File: src/rtl/uart_rx_param.sv
// Oversampling serial receiver: LSB-first frames with optional parity and 1-2 stop bits,
// delivered through a valid/ready holding register with parity, framing and overrun flags.
//
// Handshake: rx_valid stays high with rx_data/flags stable until an edge where
// rx_valid && rx_ready; that edge consumes the word. Data and flags are held after consumption.
module uart_rx_param #(
   parameter int DATA_BITS  = 8,
   parameter int OVERSAMPLE = 16,
   parameter int PARITY_EN  = 0,
   parameter int PARITY_ODD = 0,
   parameter int STOP_BITS  = 1
) (
   input  logic                 clk,
   input  logic                 rst_n,
   input  logic                 sample_tick,
   input  logic                 din,
   output logic [DATA_BITS-1:0] rx_data,
   output logic                 rx_valid,
   input  logic                 rx_ready,
   output logic                 parity_err,
   output logic                 frame_err,
   output logic                 overrun
);

   localparam int TW = $clog2(OVERSAMPLE);
   localparam int BW = $clog2(DATA_BITS + 1);
   localparam logic [TW-1:0] HALF_M1   = TW'(OVERSAMPLE / 2 - 1);
   localparam logic [TW-1:0] FULL_M1   = TW'(OVERSAMPLE - 1);
   localparam logic [BW-1:0] LAST_DATA = BW'(DATA_BITS - 1);
   localparam logic [BW-1:0] LAST_STOP = BW'(STOP_BITS - 1);

   typedef enum logic [2:0] {
      S_IDLE,
      S_START,
      S_DATA,
      S_PARITY,
      S_STOP
   } state_t;

   state_t                 state_q, state_d;
   logic [1:0]             sync_q, sync_d;
   logic [TW-1:0]          tick_q, tick_d;
   logic [BW-1:0]          bit_q, bit_d;
   logic [DATA_BITS-1:0]   shift_q, shift_d;
   logic                   prev_q, prev_d;
   logic                   par_bad_q, par_bad_d;
   logic                   stop_bad_q, stop_bad_d;
   logic [DATA_BITS-1:0]   data_q, data_d;
   logic                   valid_q, valid_d;
   logic                   perr_q, perr_d;
   logic                   ferr_q, ferr_d;
   logic                   ovr_q, ovr_d;

   logic dsync;
   logic complete;
   logic accept;

   assign dsync = sync_q[1];

   always_comb begin
      sync_d     = {sync_q[0], din};
      state_d    = state_q;
      tick_d     = tick_q;
      bit_d      = bit_q;
      shift_d    = shift_q;
      prev_d     = prev_q;
      par_bad_d  = par_bad_q;
      stop_bad_d = stop_bad_q;
      complete   = 1'b0;

      if (sample_tick) begin
         case (state_q)
            S_IDLE: begin
               prev_d = dsync;
               if (prev_q && !dsync) begin
                  state_d = S_START;
                  tick_d  = '0;
               end
            end
            S_START: begin
               if (tick_q == HALF_M1) begin
                  if (!dsync) begin
                     state_d = S_DATA;
                     tick_d  = '0;
                     bit_d   = '0;
                  end else begin
                     state_d = S_IDLE;
                     prev_d  = 1'b1;
                  end
               end else begin
                  tick_d = tick_q + 1'b1;
               end
            end
            S_DATA: begin
               if (tick_q == FULL_M1) begin
                  tick_d  = '0;
                  shift_d = {dsync, shift_q[DATA_BITS-1:1]};
                  bit_d   = bit_q + 1'b1;
                  if (bit_q == LAST_DATA) begin
                     bit_d      = '0;
                     par_bad_d  = 1'b0;
                     stop_bad_d = 1'b0;
                     state_d    = (PARITY_EN != 0) ? S_PARITY : S_STOP;
                  end
               end else begin
                  tick_d = tick_q + 1'b1;
               end
            end
            S_PARITY: begin
               if (tick_q == FULL_M1) begin
                  tick_d    = '0;
                  par_bad_d = ((^shift_q) ^ dsync) != (PARITY_ODD != 0);
                  state_d   = S_STOP;
               end else begin
                  tick_d = tick_q + 1'b1;
               end
            end
            S_STOP: begin
               if (tick_q == FULL_M1) begin
                  tick_d     = '0;
                  stop_bad_d = stop_bad_q | ~dsync;
                  if (bit_q == LAST_STOP) begin
                     complete = 1'b1;
                     state_d  = S_IDLE;
                     // A bad stop leaves the edge detector disarmed until the line is seen high.
                     prev_d   = ~(stop_bad_q | ~dsync);
                  end else begin
                     bit_d = bit_q + 1'b1;
                  end
               end else begin
                  tick_d = tick_q + 1'b1;
               end
            end
            default: state_d = S_IDLE;
         endcase
      end
   end

   always_comb begin
      accept  = valid_q && rx_ready;
      data_d  = data_q;
      valid_d = valid_q;
      perr_d  = perr_q;
      ferr_d  = ferr_q;
      ovr_d   = ovr_q;
      if (complete) begin
         if (!valid_q || rx_ready) begin
            data_d  = shift_q;
            perr_d  = par_bad_q;
            ferr_d  = stop_bad_d;
            valid_d = 1'b1;
            if (accept) ovr_d = 1'b0;
         end else begin
            ovr_d = 1'b1;
         end
      end else if (accept) begin
         valid_d = 1'b0;
         ovr_d   = 1'b0;
      end
   end

   always_ff @(posedge clk or negedge rst_n) begin
      if (!rst_n) begin
         state_q    <= S_IDLE;
         sync_q     <= 2'b11;
         tick_q     <= '0;
         bit_q      <= '0;
         shift_q    <= '0;
         prev_q     <= 1'b0;
         par_bad_q  <= 1'b0;
         stop_bad_q <= 1'b0;
         data_q     <= '0;
         valid_q    <= 1'b0;
         perr_q     <= 1'b0;
         ferr_q     <= 1'b0;
         ovr_q      <= 1'b0;
      end else begin
         state_q    <= state_d;
         sync_q     <= sync_d;
         tick_q     <= tick_d;
         bit_q      <= bit_d;
         shift_q    <= shift_d;
         prev_q     <= prev_d;
         par_bad_q  <= par_bad_d;
         stop_bad_q <= stop_bad_d;
         data_q     <= data_d;
         valid_q    <= valid_d;
         perr_q     <= perr_d;
         ferr_q     <= ferr_d;
         ovr_q      <= ovr_d;
      end
   end

   assign rx_data    = data_q;
   assign rx_valid   = valid_q;
   assign parity_err = perr_q;
   assign frame_err  = ferr_q;
   assign overrun    = ovr_q;

endmodule

File: config.mk
export PLATFORM = sky130hd
export DESIGN_NAME = uart_rx_param
export DESIGN_NICKNAME = d
export VERILOG_FILES = /design/src/rtl/uart_rx_param.sv
export SDC_FILE = /design/constraint.sdc
export NUM_CORES = 1
export LEC_CHECK = 0
export BUFFER_PORTS_ARGS = -buffer_cell sky130_fd_sc_hd__clkbuf_2
export CORE_MARGIN = 2
export CORE_UTILIZATION = 42
export DETAILED_ROUTE_END_ITERATION = 10
export SLEW_MARGIN = 20
export SYNTH_ARGS = -nofsm -noshare
export SYNTH_HDL_FRONTEND = slang
export SYNTH_SLANG_ARGS = --single-unit
File: constraint.sdc
create_clock -name clk -period 2.29 [get_ports clk]
set_input_delay 0.229 -clock clk [delete_from_list [all_inputs] [get_ports clk]]
set_output_delay 0.229 -clock clk [all_outputs]
set_load 0.02 [all_outputs]
; Word-level counts from Yosys, hierarchy flattened
; Index checks and enable logic that the tools add are counted.
; W data, S select, Z words.
[totals]
regBits = 36
latch_bits = 0
ramBits = 0
mem_bits_ro = 0
inputBits = 5
output_inout_bits = 12
word_cells = 104
n_memories = 0
[classes]
addsub = 2
n_mul = 0
div_mod_pow = 0
n_lt_le_gt_ge = 0
eq_ne = 19
shifts = 0
n_mux = 44
bitwise_logic = 4
n_reduce_logical = 22
[ops]
columns = operator, count
row1 = $mux W4, 9
row2 = $pmux W4 S3, 2
row3 = $mux W1, 21
row4 = $mux W3, 7
row5 = $ne A2 B2 Y1 const B, 10
row6 = $pmux W3 S5, 1
row7 = $reduce_bool A3 Y1, 3
row8 = $add A4 B1 Y4 const B, 2
row9 = $eq A4 B3 Y1 const B, 2
row10 = $reduce_and A8 Y1, 1
row11 = $reduce_xor A8 Y1, 1
row12 = $reduce_and A7 Y1, 1
row13 = $eq A3 B2 Y1 const B, 2
row14 = $reduce_and A6 Y1, 1
row15 = $reduce_and A5 Y1, 1
row16 = $eq A4 B4 Y1 const B, 1
row17 = $logic_not A4 Y1, 1
row18 = $pmux W1 S2, 2
row19 = $reduce_and A2 Y1, 2
row20 = $reduce_and A4 Y1, 1
row21 = $reduce_bool A2 Y1, 2
row22 = $eq A3 B1 Y1 const B, 1
row23 = $eq A3 B3 Y1 const B, 1
row24 = $logic_not A3 Y1, 1
row25 = 12 further kinds, 15

; Logic depth before layout (Yosys ltp)
[logic_depth]
ltp_word = 7
ltp_mapped = 8
depth_no_buf = 7

; Worst setup path before layout
; Ideal clock, no wire load.
[synth_timing]
path_kind = register to register
start = register bit_q[0]
end = register state_q[2]
setup_time_ns = 0.128
arrival_time_ns = 1.708
required_ns = 2.162
path_slack_ns = 0.455
stages_incl_launch_ff = 8
n_path_buf = 0
synth_period_minus_slack_ns = 1.835
path_cell_list = dfrtp_1 > inv_1 > ha_1 > nor3b_1 > nand2b_1 > nand3_1 > a2111o_1 > mux2_1
[synth_via]
elab_chain_len = 3
word_cells_on_any_way = 5
classes_between = eq/ne: 3 / reduce/logical: 2
[synth_rtl]
columns = item, line_no
row1 = from (decl), 43  ; logic [BW-1:0] bit_q, bit_d;
row2 = from (signal assigned), 181  ; bit_q <= bit_d;
row3 = $eq A4 B3 Y1 or $logic_not A4 Y1 (tied branches), "99, 122"
row4 = $ne A2 B2 Y1 (no line), -
row5 = $reduce_and A8 Y1 (no line) *, -
row6 = to (signal assigned), 178  ; state_q <= state_d;
row7 = to (decl), 40  ; state_t state_q, state_d;
; Mark *: on every way between the ends. The rest lies on a longest branch, timed or not.
; A chain may end at the register's enable or synchronous reset.

; Worst setup path in the final report
; Ends and elaborated chain as after synthesis.

==> out/metrics.json <==
{
  "outcome": "finished clean",
  "top_level_ports": 17,
  "r2r_setup_slack_ns": 0.19,
  "powerDensity_nw_per_um2": 972.7,
  "route.detailed.wl_per_inst_um": 14.66,
  "timing_worst_setup_path_type": "reg2reg",
  "cell_count_after_synthesis": 153,
  "ys.warnings.count": 0,
  "antenna_found_initial": 0,
  "track_usage_pct": 14.95,
  "rsz0062_at_grt": "false",
  "setup_clock_skew_after_layout_ns": 0.004806,
  "max_freq_mhz": 475.2,
  "syn_avg_cell_area_um2": 11.61,
  "number_of_flops_mapped_to_enable_cells_by_yosys": 0,
  "dpl_worst_slack_ns": 0.2137,
  "grt_first_pass_wirelength_mm": 5.720,
  "fin_tns_setup_ns": 0,
  "startpoint_type": "register",
  "place.detailed.hpwl_mm": 2.406,
  "diodes": 0,
  "synth_ff_type": "dfrtp_1",
  "postSynthRegisterBits": 36,
  "vias_in_the_first_global_route": 1259,
  "worst_ep_required_time_ns": 2.46,
  "min_path_type": "in2reg",
  "cp_max_fo": 4,
  "syn_nets": 161,
  "cp_slowest_stage_delay_ns": 0.41,
  "cp.arrival_ns": 2.28,
  "n_fill_cell": 377,
  "detail-route-antenna-nets": 0,
  "cts-root-buf": "clkbuf_8",
  "die_width_um": 69.04,
  "tightestPinTransition_ns": 0.8747,
  "synthMostInstantiatedCell": "dfrtp_1",
  "grt_start_max_net_pins": 37,
  "finalHoldViolCount": 0,
  "route.vias.total": 1212,
  "multiInputGateArea_um2": 822.0,
  "leakage_power_summed_over_all_cells_nw": 0.9569,
  "worst_skew_pair_latency_ns": 0.28,
  "asyncSetResetFlopFracSynth_pct": 100.0,
  "path_clk_slew_ns": 0.07,
  "synthDominantCellAreaShare_pct": 47.89,
  "vias_per_instance": 5.411,
  "finalCritPeriodShare_pct": 91.90,
  "number_of_maximum_capacitance_violations": 0,
  "finalWirelength_mm": 3.284,
  "setup_viol": 0,
  "slew-limit-headroom_pct": 41.69,
  "number_of_detailed_routing_iterations_run_before_antenna_repair": 4,
  "report.power.total_mw": 1.937,
  "tritoncts_buffers": 5,
  "dieArea_um2": 4767,
  "cp-end-kind": "register",
  "post_synth_main_area_contributors": "dfrtp_1 48%, mux2_2 8.9%, xnor2_1 4.4%, mux2_1 3.2%, dfstp_2 3.0%",
  "synth_seq_area_share_pct": 50.85,
  "die_h_um": 69.04,
  "layout.area.seq_um2": 903.4,
  "drc_violations_left": 0,
  "ir_worst_vdd_uv": 521.8,
  "post_route_cells_drive_above_1_share_pct": 24.71,
  "cts_max_path_buffers": 2,
  "io_buffer_count": 16,
  "cts_num_sinks": 36,
  "final_critical_path_setup_slack_ns": 0.1855,
  "timing_max_transition_violations_final": 0,
  "cts_tree": "yes",
  "floorplan.initialDensity_pct": 44.10,
  "post_cts.resized_instances": 0,
  "globalRouteOverflowTotal": 0,
  "gp_routability_congestion": 0.7819,
  "row_count": 23,
  "critPathSlowestCell": "dfrtp_1",
  "synth_largest_area_cell": "dfrtp_1",
  "area_delta_synth_final_pct": 12.11,
  "ys_top_cells_by_count": "34 x dfrtp_1, 14 x mux2_2, 9 x nor2_1, 9 x xnor2_1",
  "core_um2": 4029,
  "synthDistinctLibCells": 44,
  "min_clock_period_post_route_ns": 2.105,
  "cells_traversed_along_the_worst_timing_path": "inv_1 -> ha_1 -> nor3b_1 -> nand2b_1 -> nand3_1 -> a2111o_1 -> mux2_1",
  "synthesis.area_um2": 1777,
  "detailedRoute.firstIterationViolations": 47,
  "postCtsSetupRepairBufs": 0,
  "layout.nets": 181,
  "postCtsHoldBufs": 0,
  "cts_max_level": 2
}
[path summary, 6_finish.rpt]
path | startpoint | endpoint | cells after the start
min in group asynchronous | rst_n | bit_q[2] | 1
min reg2reg | sync_q[0] | sync_q[1] | 0
max in group asynchronous | rst_n | shift_q[1] | 1
min | din | sync_q[0] | 1
max | bit_q[0] | state_q[2] | 7
max reg2reg | bit_q[0] | state_q[2] | 7
[area by class of cell]
class                      instances  area share (%)
clock buffer                       7           4.334
tap                               50           3.141
timing repair buffer              17           4.397
sequential                        36           45.35
multi-input combinational        107           41.27
inverter                           6           1.131
clock inverter                     1          0.3769
[registers in the layout (all words and copies together), names as in the netlist]
register    cells
frame_err       1
rx_valid        1
overrun         1
tick_q          4
par_bad_q       1
parity_err      1
prev_q          1
state_q         3
rx_data         8
shift_q         8
stop_bad_q      1
bit_q           4
sync_q          2
[critical path, delay by kind of cell, from the launching register on]
| family | cells | cell delay, ns |
|---|---|---|
| and+or+nand+nor | 3 | 0.67 |
| DFF | 1 | 0.41 |
| AOI/OAI and AO/OA | 1 | 0.37 |
| muxes | 1 | 0.32 |
| adders and majority gates | 1 | 0.13 |
| buffers and inverters | 1 | 0.09 |
[placed cells by master (no fill, tap or decap), types with 3 or more instances in the layout]
| master | Yosys | layout |
|---|---|---|
| a21oi_1 | 4 | 4 |
| a22o_1 | 3 | 3 |
| clkbuf_2 | 0 | 16 |
| clkbuf_8 | 0 | 6 |
| dfrtp_1 | 34 | 34 |
| ha_1 | 3 | 3 |
| inv_1 | 6 | 6 |
| mux2_1 | 5 | 5 |
| mux2_2 | 14 | 14 |
| nand2_1 | 7 | 7 |
| nand2b_1 | 5 | 5 |
| nand3_1 | 5 | 5 |
| nor2_1 | 9 | 9 |
| o21ai_0 | 7 | 7 |
| xnor2_1 | 9 | 9 |
[stage by stage]
step	instance area [um^2]	hold slack, ns	instances	utilization (%)
2_1_floorplan	1777	-0.06659	153	-
3_3_place_gp	1898	0.3170	216	47.11
3_5_place_dp	1898	0.3178	216	47.11
4_1_cts	1992	0.009372	224	49.44
5_1_grt	1992	0.01370	224	49.44
6_report	1992	0.02135	224	49.44
[metal layers]
| metal | up-vias | wire [um] | track usage, % |
|---|---|---|---|
| met4 | 0 | 64 | 8.061 |
| met1 | 591 | 1520 | 17.70 |
| met2 | 17 | 1601 | 25.11 |
| met3 | 7 | 96 | 3.363 |
| met5 | - | 0 | 0 |
| li1 | 597 | - | - |
[cells by family after synthesis]
kind of cell / Yosys count / share of synthesized area [%]
buffers and inverters: 10 / 2.887
DFF: 36 / 50.85
and+or+nand+nor: 41 / 13.17
adders and majority gates: 3 / 2.113
xor gates and xnor gates: 10 / 4.930
muxes: 21 / 13.17
AOI/OAI and AO/OA: 32 / 12.89
[power breakdown]
part,total (mW),internal [mW],switching [mW]
sequential,0.873,0.728,0.145
combinational,0.596,0.267,0.329
clock,0.468,0.244,0.224
total,1.94,1.24,0.698
No activity file was read; power rests on OpenSTA's default activity.
